==> src/rtl/imem_loader.sv <==
// imem_loader: takes 32-bit instruction words over a valid/ready stream and
// writes them into a byte-wide, big-endian instruction memory, one byte per
// cycle, MSB first. It tracks the write pointer, bounds-checks each word
// against the memory size, and reports completion or error status.

module imem_loader #(
    parameter int MEM_SIZE = 4095,
    parameter int ADDR_W   = 64
) (
    input  logic              clk,
    input  logic              reset,
    input  logic              start,
    input  logic [ADDR_W-1:0] base_addr,
    input  logic              in_valid,
    output logic              in_ready,
    input  logic [31:0]       in_word,
    input  logic              in_last,
    output logic              mem_we,
    output logic [ADDR_W-1:0] mem_addr,
    output logic [7:0]        mem_wdata,
    output logic              busy,
    output logic              done,
    output logic              err_overflow,
    output logic              err_align,
    output logic [ADDR_W-1:0] bytes_written
);

    typedef enum logic [2:0] {
        IDLE      = 3'd0,
        WAIT_WORD = 3'd1,
        WRITE     = 3'd2,
        DONE      = 3'd3,
        ERROR     = 3'd4
    } state_t;

    // Highest pointer at which a whole 4-byte word still fits in memory.
    localparam logic [ADDR_W-1:0] LAST_OK = ADDR_W'(MEM_SIZE - 4);
    localparam logic [ADDR_W-1:0] ONE     = ADDR_W'(1);

    state_t            state;
    logic [ADDR_W-1:0] pointer;
    logic [31:0]       word_q;
    logic              last_q;
    logic [1:0]        idx;

    logic [ADDR_W-1:0] ptr_inc;
    logic [1:0]        idx_inc;

    assign ptr_inc = pointer + ONE;
    assign idx_inc = idx + 2'd1;

    // Big-endian byte select: index 0 is bits 31:24, index 3 is bits 7:0.
    function automatic logic [7:0] byte_sel(input logic [31:0] w, input logic [1:0] i);
        logic [7:0] b;
        case (i)
            2'd0:    b = w[31:24];
            2'd1:    b = w[23:16];
            2'd2:    b = w[15:8];
            default: b = w[7:0];
        endcase
        return b;
    endfunction

    // Session FSM. All outputs are registered and loaded together with the
    // next state, so each output always reflects the state it is paired with.
    // In particular in_ready is a pure state decode and never looks at
    // in_valid combinationally.
    always_ff @(posedge clk) begin
        if (reset) begin
            state         <= IDLE;
            pointer       <= '0;
            word_q        <= '0;
            last_q        <= 1'b0;
            idx           <= 2'd0;
            bytes_written <= '0;
            err_overflow  <= 1'b0;
            err_align     <= 1'b0;
            in_ready      <= 1'b0;
            mem_we        <= 1'b0;
            mem_addr      <= '0;
            mem_wdata     <= '0;
            busy          <= 1'b0;
            done          <= 1'b0;
        end else begin
            case (state)
                IDLE: begin
                    done <= 1'b0;
                    if (start) begin
                        err_overflow  <= 1'b0;
                        bytes_written <= '0;
                        busy          <= 1'b1;
                        if (base_addr[1:0] != 2'b00) begin
                            err_align <= 1'b1;
                            state     <= ERROR;
                        end else begin
                            err_align <= 1'b0;
                            pointer   <= base_addr;
                            in_ready  <= 1'b1;
                            state     <= WAIT_WORD;
                        end
                    end
                end

                WAIT_WORD: begin
                    if (in_valid) begin
                        in_ready <= 1'b0;
                        if (pointer > LAST_OK) begin
                            // Word does not fit: drop it rather than write a
                            // partial word past the end of memory.
                            err_overflow <= 1'b1;
                            state        <= ERROR;
                        end else begin
                            word_q    <= in_word;
                            last_q    <= in_last;
                            idx       <= 2'd0;
                            mem_we    <= 1'b1;
                            mem_addr  <= pointer;
                            mem_wdata <= in_word[31:24];
                            state     <= WRITE;
                        end
                    end
                end

                WRITE: begin
                    // The byte for the current idx is on the bus this cycle;
                    // advance the counters and stage the next byte.
                    pointer       <= ptr_inc;
                    bytes_written <= bytes_written + ONE;
                    idx           <= idx_inc;
                    if (idx != 2'd3) begin
                        mem_addr  <= ptr_inc;
                        mem_wdata <= byte_sel(word_q, idx_inc);
                    end else begin
                        mem_we    <= 1'b0;
                        mem_addr  <= '0;
                        mem_wdata <= '0;
                        if (last_q) begin
                            done  <= 1'b1;
                            state <= DONE;
                        end else begin
                            in_ready <= 1'b1;
                            state    <= WAIT_WORD;
                        end
                    end
                end

                DONE: begin
                    done  <= 1'b0;
                    busy  <= 1'b0;
                    state <= IDLE;
                end

                ERROR: begin
                    busy  <= 1'b0;
                    state <= IDLE;
                end

                default: begin
                    state    <= IDLE;
                    busy     <= 1'b0;
                    in_ready <= 1'b0;
                    mem_we   <= 1'b0;
                    done     <= 1'b0;
                end
            endcase
        end
    end

endmodule

==> config.mk <==
export PLATFORM = sky130hd
export DESIGN_NAME = imem_loader
export DESIGN_NICKNAME = d
export VERILOG_FILES = /design/src/rtl/imem_loader.sv
export SDC_FILE = /design/constraint.sdc
export NUM_CORES = 1
export LEC_CHECK = 0
export CORE_UTILIZATION = 54
export CTS_CLUSTER_DIAMETER = 40
export DETAILED_ROUTE_END_ITERATION = 10
export MAX_ROUTING_LAYER = met4
export PLACE_DENSITY = 0.79
export SYNTH_ARGS = -nofsm -noshare
export SYNTH_HDL_FRONTEND = slang
export SYNTH_SLANG_ARGS = --single-unit
==> constraint.sdc <==
create_clock -name clk -period 5.3 [get_ports clk]
set_input_delay 1.06 -clock clk [delete_from_list [all_inputs] [get_ports clk]]
set_output_delay 1.06 -clock clk [all_outputs]
set_load 0.005 [all_outputs]
Word-level counts from Yosys, hierarchy flattened
Index checks and enable logic that the tools add are counted.
{ "word_totals": {"inputBits": 101, "regBits": 244, "output_inout_bits": 142, "wordCells": 103} }
{ "classes": {"n_addsub": 3, "reduce_logical": 21, "order_cmp": 1, "bitwise": 5, "n_mux": 44, "eq_ne": 15} }
{ "op_table": {"columns": ["operator", "count"], "rows": [
  ["two-way mux 64 bit", 6],
  ["one-hot mux 64 bit (2 select lines)", 3],
  ["adder 64 x 1 -> 64 bit (second input constant)", 2],
  ["greater-than comparator 64 x 12 -> 1 bit (second input constant)", 1],
  ["two-way mux 8 bit", 3],
  ["one-hot mux 8 bit (3 select lines)", 1],
  ["!= test 2 bit (second input constant)", 9],
  ["one-hot mux 8 bit (2 select lines)", 1],
  ["two-way mux 1 bit", 15],
  ["two-way mux 3 bit", 5],
  ["AND reduction 3 bit", 5],
  ["one-hot mux 3 bit (3 select lines)", 1],
  ["AND reduction 4 bit", 2],
  ["nonzero test 2 bit", 4],
  ["equality test 3 x 2 -> 1 bit (second input constant)", 2],
  ["two-way mux 2 bit", 3],
  ["one-hot mux 1 bit (2 select lines)", 3],
  ["AND reduction 2 bit", 3],
  ["AND reduction 6 bit", 1],
  ["OR reduction 2 bit", 3],
  ["NOT 1 bit", 5],
  ["one-hot mux 1 bit (4 select lines)", 1],
  ["one-hot mux 2 bit (2 select lines)", 1],
  ["equality test 3 x 1 -> 1 bit (second input constant)", 1],
  ["8 further kinds", 8]
]} }

Longest topological paths before layout
Gate-level depths: netlist (run 1).
{ "logic_depth": {"depth_word": 5, "ltp_mapped": 10, "ltp_nobuf": 7} }

Worst setup path before layout (run 1)
OpenSTA, ideal clock, no wires.
{ "synth_timing": {"kind": "in2reg", "start": "input base_addr[0]", "end": "register pointer[24]", "cell_stages": 7, "required_time_ns": 5.172, "t_arrival_ns": 2.435, "path_slack_ns": 2.738, "path_cell_list": "nor2_1 > a21oi_1 > nor3_1 > clkbuf_1 > o21ai_0 > a22oi_1 > nor2_1"} }
{ "synth_between": {"elab_chain_len": 3} }
{ "synth_rtl": {"columns": ["item", "line_no", "text"], "rows": [
  ["from (decl)", "13", "input logic [ADDR_W-1:0] base_addr,"],
  ["nonzero test 2 bit", "92", "if (base_addr[1:0] != 2'b00) begin"],
  ["!= test 2 bit (no source line)", null, null],
  ["AND reduction 3 bit (no source line)", null, null],
  ["to (signal assigned)", "97", "pointer <= base_addr;"],
  ["to (signal assigned)", "127", "pointer <= ptr_inc;"],
  ["to (decl)", "41", "logic [ADDR_W-1:0] pointer;"]
]} }
No other way between the ends.
A chain may end at the register's enable or synchronous reset.

Final worst setup path (run 1)
{ "layout_timing": {"start": "register pointer[52]", "end": "register mem_addr[55]"} }
{ "layout_between": {"elab_chain_len": 3, "word_cells_on_any_way": 6, "classes_between": "add/sub (1); order compare (1); eq/ne (1); mux (2); reduce/logical (1)"} }
{ "layout_rtl": {"columns": ["item", "line_no", "text"], "rows": [
  ["adder 64 x 1 -> 64 bit or greater-than comparator 64 x 12 -> 1 bit (tied branches)", "49, 107", null],
  ["two-way mux 64 bit or != test 2 bit (tied branches)", null, null],
  ["one-hot mux 64 bit (2 select lines) or AND reduction 3 bit (tied branches)", null, null],
  ["to (signal assigned)", "117", "mem_addr <= pointer;"],
  ["to (signal assigned)", "131", "mem_addr <= ptr_inc;"],
  ["to (decl)", "19", "output logic [ADDR_W-1:0] mem_addr,"]
]} }
Parallel ways exist; a longest one is shown, timed or not.

==> flow_metrics.py, run 1 <==
metrics = {
    "power": {
        "cellPowerDensity_mw_per_mm2": 276,
        "p_total_mw": 4.63,
        "irDropWorstVdd_mv": 0.289,
        "leakagePower_nw": 5.45,
    },
    "drt": {
        "avgRoutedWirePerCell_um": 20.5,
        "highest_layer": "met4",
        "route.met2.wl_um": 20700,
        "m1WireLength_um": 18300,
        "drt-pass1-iter-count": 7,
        "detail-route-antenna-nets": 0,
        "vias": 14599,
        "drt_iter0_markers": 1525,
        "wl_met3_um": 4640,
        "drc_errors": 0,
        "routed_wl_um": 45700,
        "drt-vias-per-instance": 6.54,
    },
    "global_route": {
        "grt_pass1_vias": 13183,
        "grt_max_degree": 107,
        "track_usage_pct": 36.8,
        "grt_antenna_before_repair": 0,
        "grt_pass1_wl_um": 70700,
        "gr-total-overflow": 0,
    },
    "worst_setup_path": {
        "cp-end-kind": "flop",
        "required_ns": 5.71,
        "worstSetupStartpointType": "flop",
        "cp_common_cell": "nor3_1",
        "worstPathArrival_ns": 3.88,
        "slowest_delay_ns": 1.01,
        "path_class": "flop to flop",
        "crit_slowest_cell": "and4_2",
        "critPathMaxFanout": 45,
        "crit_chain": "nor4_1 -> nand4_1 -> nor3_1 -> and4_2 -> buf_4 -> nor3_1 -> a311oi_1",
    },
    "clock_tree": {
        "clk_pin_slew_worst_paths_ns": 0.05,
        "htree_levels": 2,
        "postCtsSetupBuffers": 0,
        "clock_path_buffers": 3,
        "cts-resized-gates": 0,
        "cts_root_buf": "clkbuf_16",
        "cts_buffers": 37,
        "clock_sinks": 244,
        "cts_tree": "yes",
        "postCtsHoldBufs": 0,
        "insertion_delay_ns": 0.52,
    },
    "layout": {
        "nFillCells": 1972,
        "diodes": 0,
        "syn2layout_area_growth_pct": 27.4,
        "multi_input_area_mm2": 0.00757,
        "utilization_pct": 70.9,
        "fin_nets": 1993,
        "seqCellArea_mm2": 0.00488,
        "final_layout_size_suffix_gt1_share_pct": 7.32,
    },
    "sta": {
        "timing.slew.headroom_pct": 33.3,
        "setup-tns-final_ns": 0,
        "final_max_slew_viol_count": 0,
        "setup_viol": 0,
        "rsz0062_at_grt": "false",
        "fin_ws_ns": 1.83,
        "skew_ns": 0.0153,
        "hold_viol": 0,
        "fmax_mhz": 288,
        "tightest_slew_ns": 1.00,
        "min_period_over_period_pct": 65.4,
        "fin_crit_ns": 3.47,
    },
    "synth": {
        "yosysUniqueCellTypes": 73,
        "ys.flop_type": "dfxtp_1",
        "synthesis.nets": 1845,
        "yosys_register_bits": 244,
        "yosysWarningCount": 0,
        "syn_area_mm2": 0.0132,
        "synth_edf_count": 0,
        "synth.top_cells.by_area": "dfxtp_1, nand2_1, a21oi_1",
        "async_flop_share_pct": 0,
        "syn_inst": 1737,
        "yosys.area.top_type": "dfxtp_1",
        "synth_top_area_share_pct": 37.1,
        "synth_seq_area_share_pct": 37.1,
        "synth.avg_cell_area_um2": 7.59,
    },
    "floorplanning": {
        "rows": 56,
        "start_util_pct": 55.6,
        "core_area_mm2": 0.0237,
        "die_area_mm2": 0.0250,
        "die_w_um": 158,
        "fp.dieH_um": 158,
        "ios": 243,
    },
    "place": {
        "dp_hpwl_um": 30100,
        "finalWeightedCongestion": 0.982,
        "place_ws_ns": 1.91,
        "place.port_buffers": 242,
    },
    "job": {
        "maxCapViolCount": 0,
    },
    "worst_hold_path": {
        "hold_path_class": "flop to flop",
    },
    "run_status": {
        "outcome": "finished clean",
    },
}
[synthesized netlist by cell type (all sizes together), types with 3 or more instances]
cell type and number:
dfxtp 244, nand2 218, a21oi 162, nor2 150, clkbuf 112, nand3 103
o21ai 96, nor3 77, nor4 52, nand4 51, buf 42, o31ai 33
inv 30, o211ai 28, or3 28, a22oi 25, a31oi 25, a211oi 23
and3 22, and4 15, and2 14, mux2 12, a32oi 11, o32ai 11
or4 10, a311oi 9, mux2i 9, o41ai 9, or2 9, xnor2 9
a222oi 8, o22ai 8, xor2 8, a21o 7, a2bb2oi 7, ha 7
o21a 6, nand2b 5, a21bo 4, a22o 4, nor3b 4, o221a 4
nor2b 3, or3b 3
[per-layer routing]
layer | vias up | track usage [%]
li1 | 6746 | -
met1 | 6837 | 46.9
met2 | 866 | 56.3
met3 | 150 | 6.87
met4 | 0 | 17.3
met5 | - | -
[placed cells by master, fill, tap and decap left out, drive strengths merged, types with 10 or more instances in the layout]
cell type | netlist | routed
o211ai | 28 | 28
o31ai | 33 | 33
nand3 | 103 | 103
clkbuf | 112 | 51
a31oi | 25 | 25
and2 | 14 | 14
a211oi | 23 | 23
o32ai | 11 | 11
clkdlybuf4s50 | 0 | 241
dfxtp | 244 | 244
o21ai | 96 | 96
a22oi | 25 | 25
mux2 | 12 | 12
a32oi | 11 | 11
a21oi | 162 | 162
nor3 | 77 | 77
or3 | 28 | 28
nand4 | 51 | 51
buf | 42 | 22
and3 | 22 | 22
nor4 | 52 | 52
inv | 30 | 32
and4 | 15 | 15
nand2 | 218 | 218
or4 | 10 | 10
nor2 | 150 | 150
[stage by stage]
step | area [um^2] | hold slack (ns) | std cells
6_report | 16800 | 0.454 | 2232
5_1_grt | 16800 | 0.468 | 2232
4_1_cts | 16800 | 0.454 | 2232
3_5_place_dp | 15600 | 0.446 | 2165
3_3_place_gp | 15600 | 0.439 | 2165
2_1_floorplan | 13200 | 0.431 | 1737
[state kept, by name, summed over array words and instances, names as in the netlist]
signal	flops
busy	1
bytes_written	64
done	1
err_align	1
err_overflow	1
idx	2
in_ready	1
last_q	1
mem_addr	64
mem_wdata	8
mem_we	1
pointer	64
state	3
word_q	32
[where the power goes]
part	switching, mW	internal (mW)	total [mW]
Sequential	0.0522	1.86	1.92
Combinational	0.167	0.141	0.307
Clock	0.903	1.51	2.41
[worst paths after layout]
path | startpoint | end | slack (ns) | depth (start not counted)
worst max-delay path | pointer[52] | mem_addr[55] | 1.83 | 7
worst min-delay path | word_q[24] | word_q[24] | 0.45 | 2
worst max register to register | pointer[52] | mem_addr[55] | 1.83 | 7
worst min register to register | word_q[24] | word_q[24] | 0.45 | 2
[critical path, delay by kind of cell (launching register included)]
family          cells  cell delay (ns)
compound gates      1             0.26
buf+inv             1             0.42
flops               1             0.39
simple gates        5             2.27
[logic make-up (layout without fill, tap and decap cells)]
group / count (synthesis) / count (layout) / synth area share (%)
and+or+nand+nor: 765 / 765 / 29.6
AOI/OAI and AO/OA: 498 / 498 / 24.2
adders and majority gates: 7 / 7 / 0.665
muxes: 21 / 21 / 1.71
DFF: 244 / 244 / 37.1
xor gates and xnor gates: 17 / 17 / 1.13
buffers and inverters: 185 / 361 / 5.63
[final cells by class]
cell class / instances / share of cell area, %
Tap cell: 319 / 2.38
Inverter: 31 / 0.693
Clock inverter: 16 / 0.991
Clock buffer: 51 / 6.32
Multi-Input combinational cell: 1308 / 45.1
Timing Repair Buffer: 263 / 15.4
Sequential cell: 244 / 29.1
Power figures use the tool's default switching activity.
==> run 2: changes to the inputs <==
CORE_UTILIZATION = 48   (was 54)
PLACE_DENSITY = 0.74   (was 0.79)
clock period = 2.9 ns   (was 5.3 ns; I/O delays follow)
==> flow_metrics.py, run 2 (same netlist as run 1, synthesis figures left out) <==
metrics = {
    "global_route": {
        "gr-total-overflow": 0,
        "grt_pass1_vias": 13271,
        "grt_pass1_wl_um": 72900,
        "grt_max_degree": 110,
        "grt_antenna_before_repair": 0,
        "track_usage_pct": 33.2,
    },
    "worst_setup_path": {
        "r2r_slack_ns": 0.11,
        "required_ns": 3.31,
        "worstSetupStartpointType": "flop",
        "critPathMaxFanout": 45,
        "path_class": "flop to flop",
        "cp-end-kind": "flop",
        "worstPathArrival_ns": 3.19,
    },
    "layout": {
        "mostFrequentLayoutCell": "dfxtp_1",
        "diodes": 0,
        "stdcell_count": 2302,
        "fin_nets": 2039,
        "nFillCells": 2342,
        "syn2layout_area_growth_pct": 32.5,
        "final_cell_mix": "dfxtp_1, clkdlybuf4s50_1, nand2_1",
        "top_regs": "bytes_written: 64 flops, mem_addr: 64 flops, pointer: 64 flops",
        "final_layout_size_suffix_gt1_share_pct": 9.89,
    },
    "sta": {
        "skew_ns": 0.0239,
        "fin_crit_ns": 2.79,
        "final_max_slew_viol_count": 0,
        "rsz0062_at_grt": "false",
        "tightest_slew_ns": 0.921,
        "timing.slew.headroom_pct": 38.4,
        "setup_viol": 0,
        "setup-tns-final_ns": 0,
        "hold_viol": 0,
        "fin_ws_ns": 0.111,
        "min_period_over_period_pct": 96.2,
        "fmax_mhz": 359,
    },
    "place": {
        "place.port_buffers": 242,
        "place_ws_ns": 0.134,
        "placed_cells_incl_taps": 2228,
        "dp_hpwl_um": 31500,
        "finalWeightedCongestion": 0.944,
    },
    "job": {
        "maxCapViolCount": 0,
    },
    "clock_tree": {
        "clock_sinks": 244,
        "clk_pin_slew_worst_paths_ns": 0.05,
        "cts_root_buf": "clkbuf_16",
        "insertion_delay_ns": 0.54,
        "cts_tree": "yes",
        "cts_buffers": 40,
        "htree_levels": 2,
        "clock_path_buffers": 3,
    },
    "drt": {
        "vias": 14651,
        "drt_iter0_markers": 1649,
        "detail-route-antenna-nets": 0,
        "avgRoutedWirePerCell_um": 20.3,
        "drc_errors": 0,
        "routed_wl_um": 46800,
        "drt-pass1-iter-count": 9,
        "drt-vias-per-instance": 6.36,
    },
    "floorplanning": {
        "die_w_um": 168,
        "start_util_pct": 48.9,
        "rows": 60,
        "ios": 243,
        "core_area_mm2": 0.0270,
        "die_area_mm2": 0.0281,
        "fp.dieH_um": 168,
    },
    "power": {
        "leakagePower_nw": 5.83,
        "cellPowerDensity_mw_per_mm2": 523,
        "irDropWorstVdd_mv": 0.433,
        "p_total_mw": 9.13,
    },
    "run_status": {
        "outcome": "finished clean",
    },
    "worst_hold_path": {
        "hold_path_class": "input port to flop",
    },
}
[run 2: cell count changes in the layout (fill, tap and decap cells not counted), sizes merged]
cell	delta
buf	+43
bufinv	+5
clkbuf	-4
clkinv	+4
clkinvlp	-4
inv	+4
[run 2: path summary, 6_finish.rpt]
check	startpoint	endpoint	depth (start not counted)
max	pointer[16]	mem_wdata[4]	9
min	reset	bytes_written[3]	2
max reg2reg	pointer[16]	mem_wdata[4]	9
min reg2reg	word_q[10]	word_q[10]	2
[run 2: critical path: stages (launching register included)]
cell and delay, ns:
dfxtp_1 0.39, nor4_1 0.49, nand4_1 0.21, nor3_2 0.31
buf_4 0.18, nand4_1 0.19, buf_12 0.25, buf_4 0.28
o21ai_0 0.26, a21oi_1 0.10
[run 2: report_power, final]
group	switching (mW)	internal [mW]	total, mW
registers	0.0898	3.41	3.50
logic	0.322	0.281	0.603
clock network	1.75	3.28	5.03
total	2.16	6.97	9.13
[run 2: metrics by stage]
step,utilization [%],cell area (um^2),hold slack [ns]
CTS,64.7,17400,0.447
floorplan,-,13200,0.431
global placement,59.5,16000,0.438
global route,64.8,17500,0.464
finish,64.8,17500,0.450
detailed placement,59.5,16000,0.445
[run 2: repair_timing]
action / in CTS / in global routing
setup buffers: 0 / 2
gates resized for setup: 0 / 2
setup endpoints to repair: 0 / 2
hold buffers: 0 / 0
[run 2: final cells by class]
cell class / instances / area, um^2 / share of cell area, %
clock inverters: 25 / 342 / 1.96
well taps: 341 / 427 / 2.44
repair buffers: 306 / 3040 / 17.4
flip-flops and latches: 244 / 4880 / 28.0
multi-input cells: 1308 / 7580 / 43.4
inverters: 31 / 116 / 0.666
clock buffers: 47 / 1070 / 6.12
[run 2: metal layers]
metal,share of wire (%),track usage (%)
met1,41,42.3
met5,0,-
met3,9.5,7.00
met2,45,51.3
met4,3.8,12.6
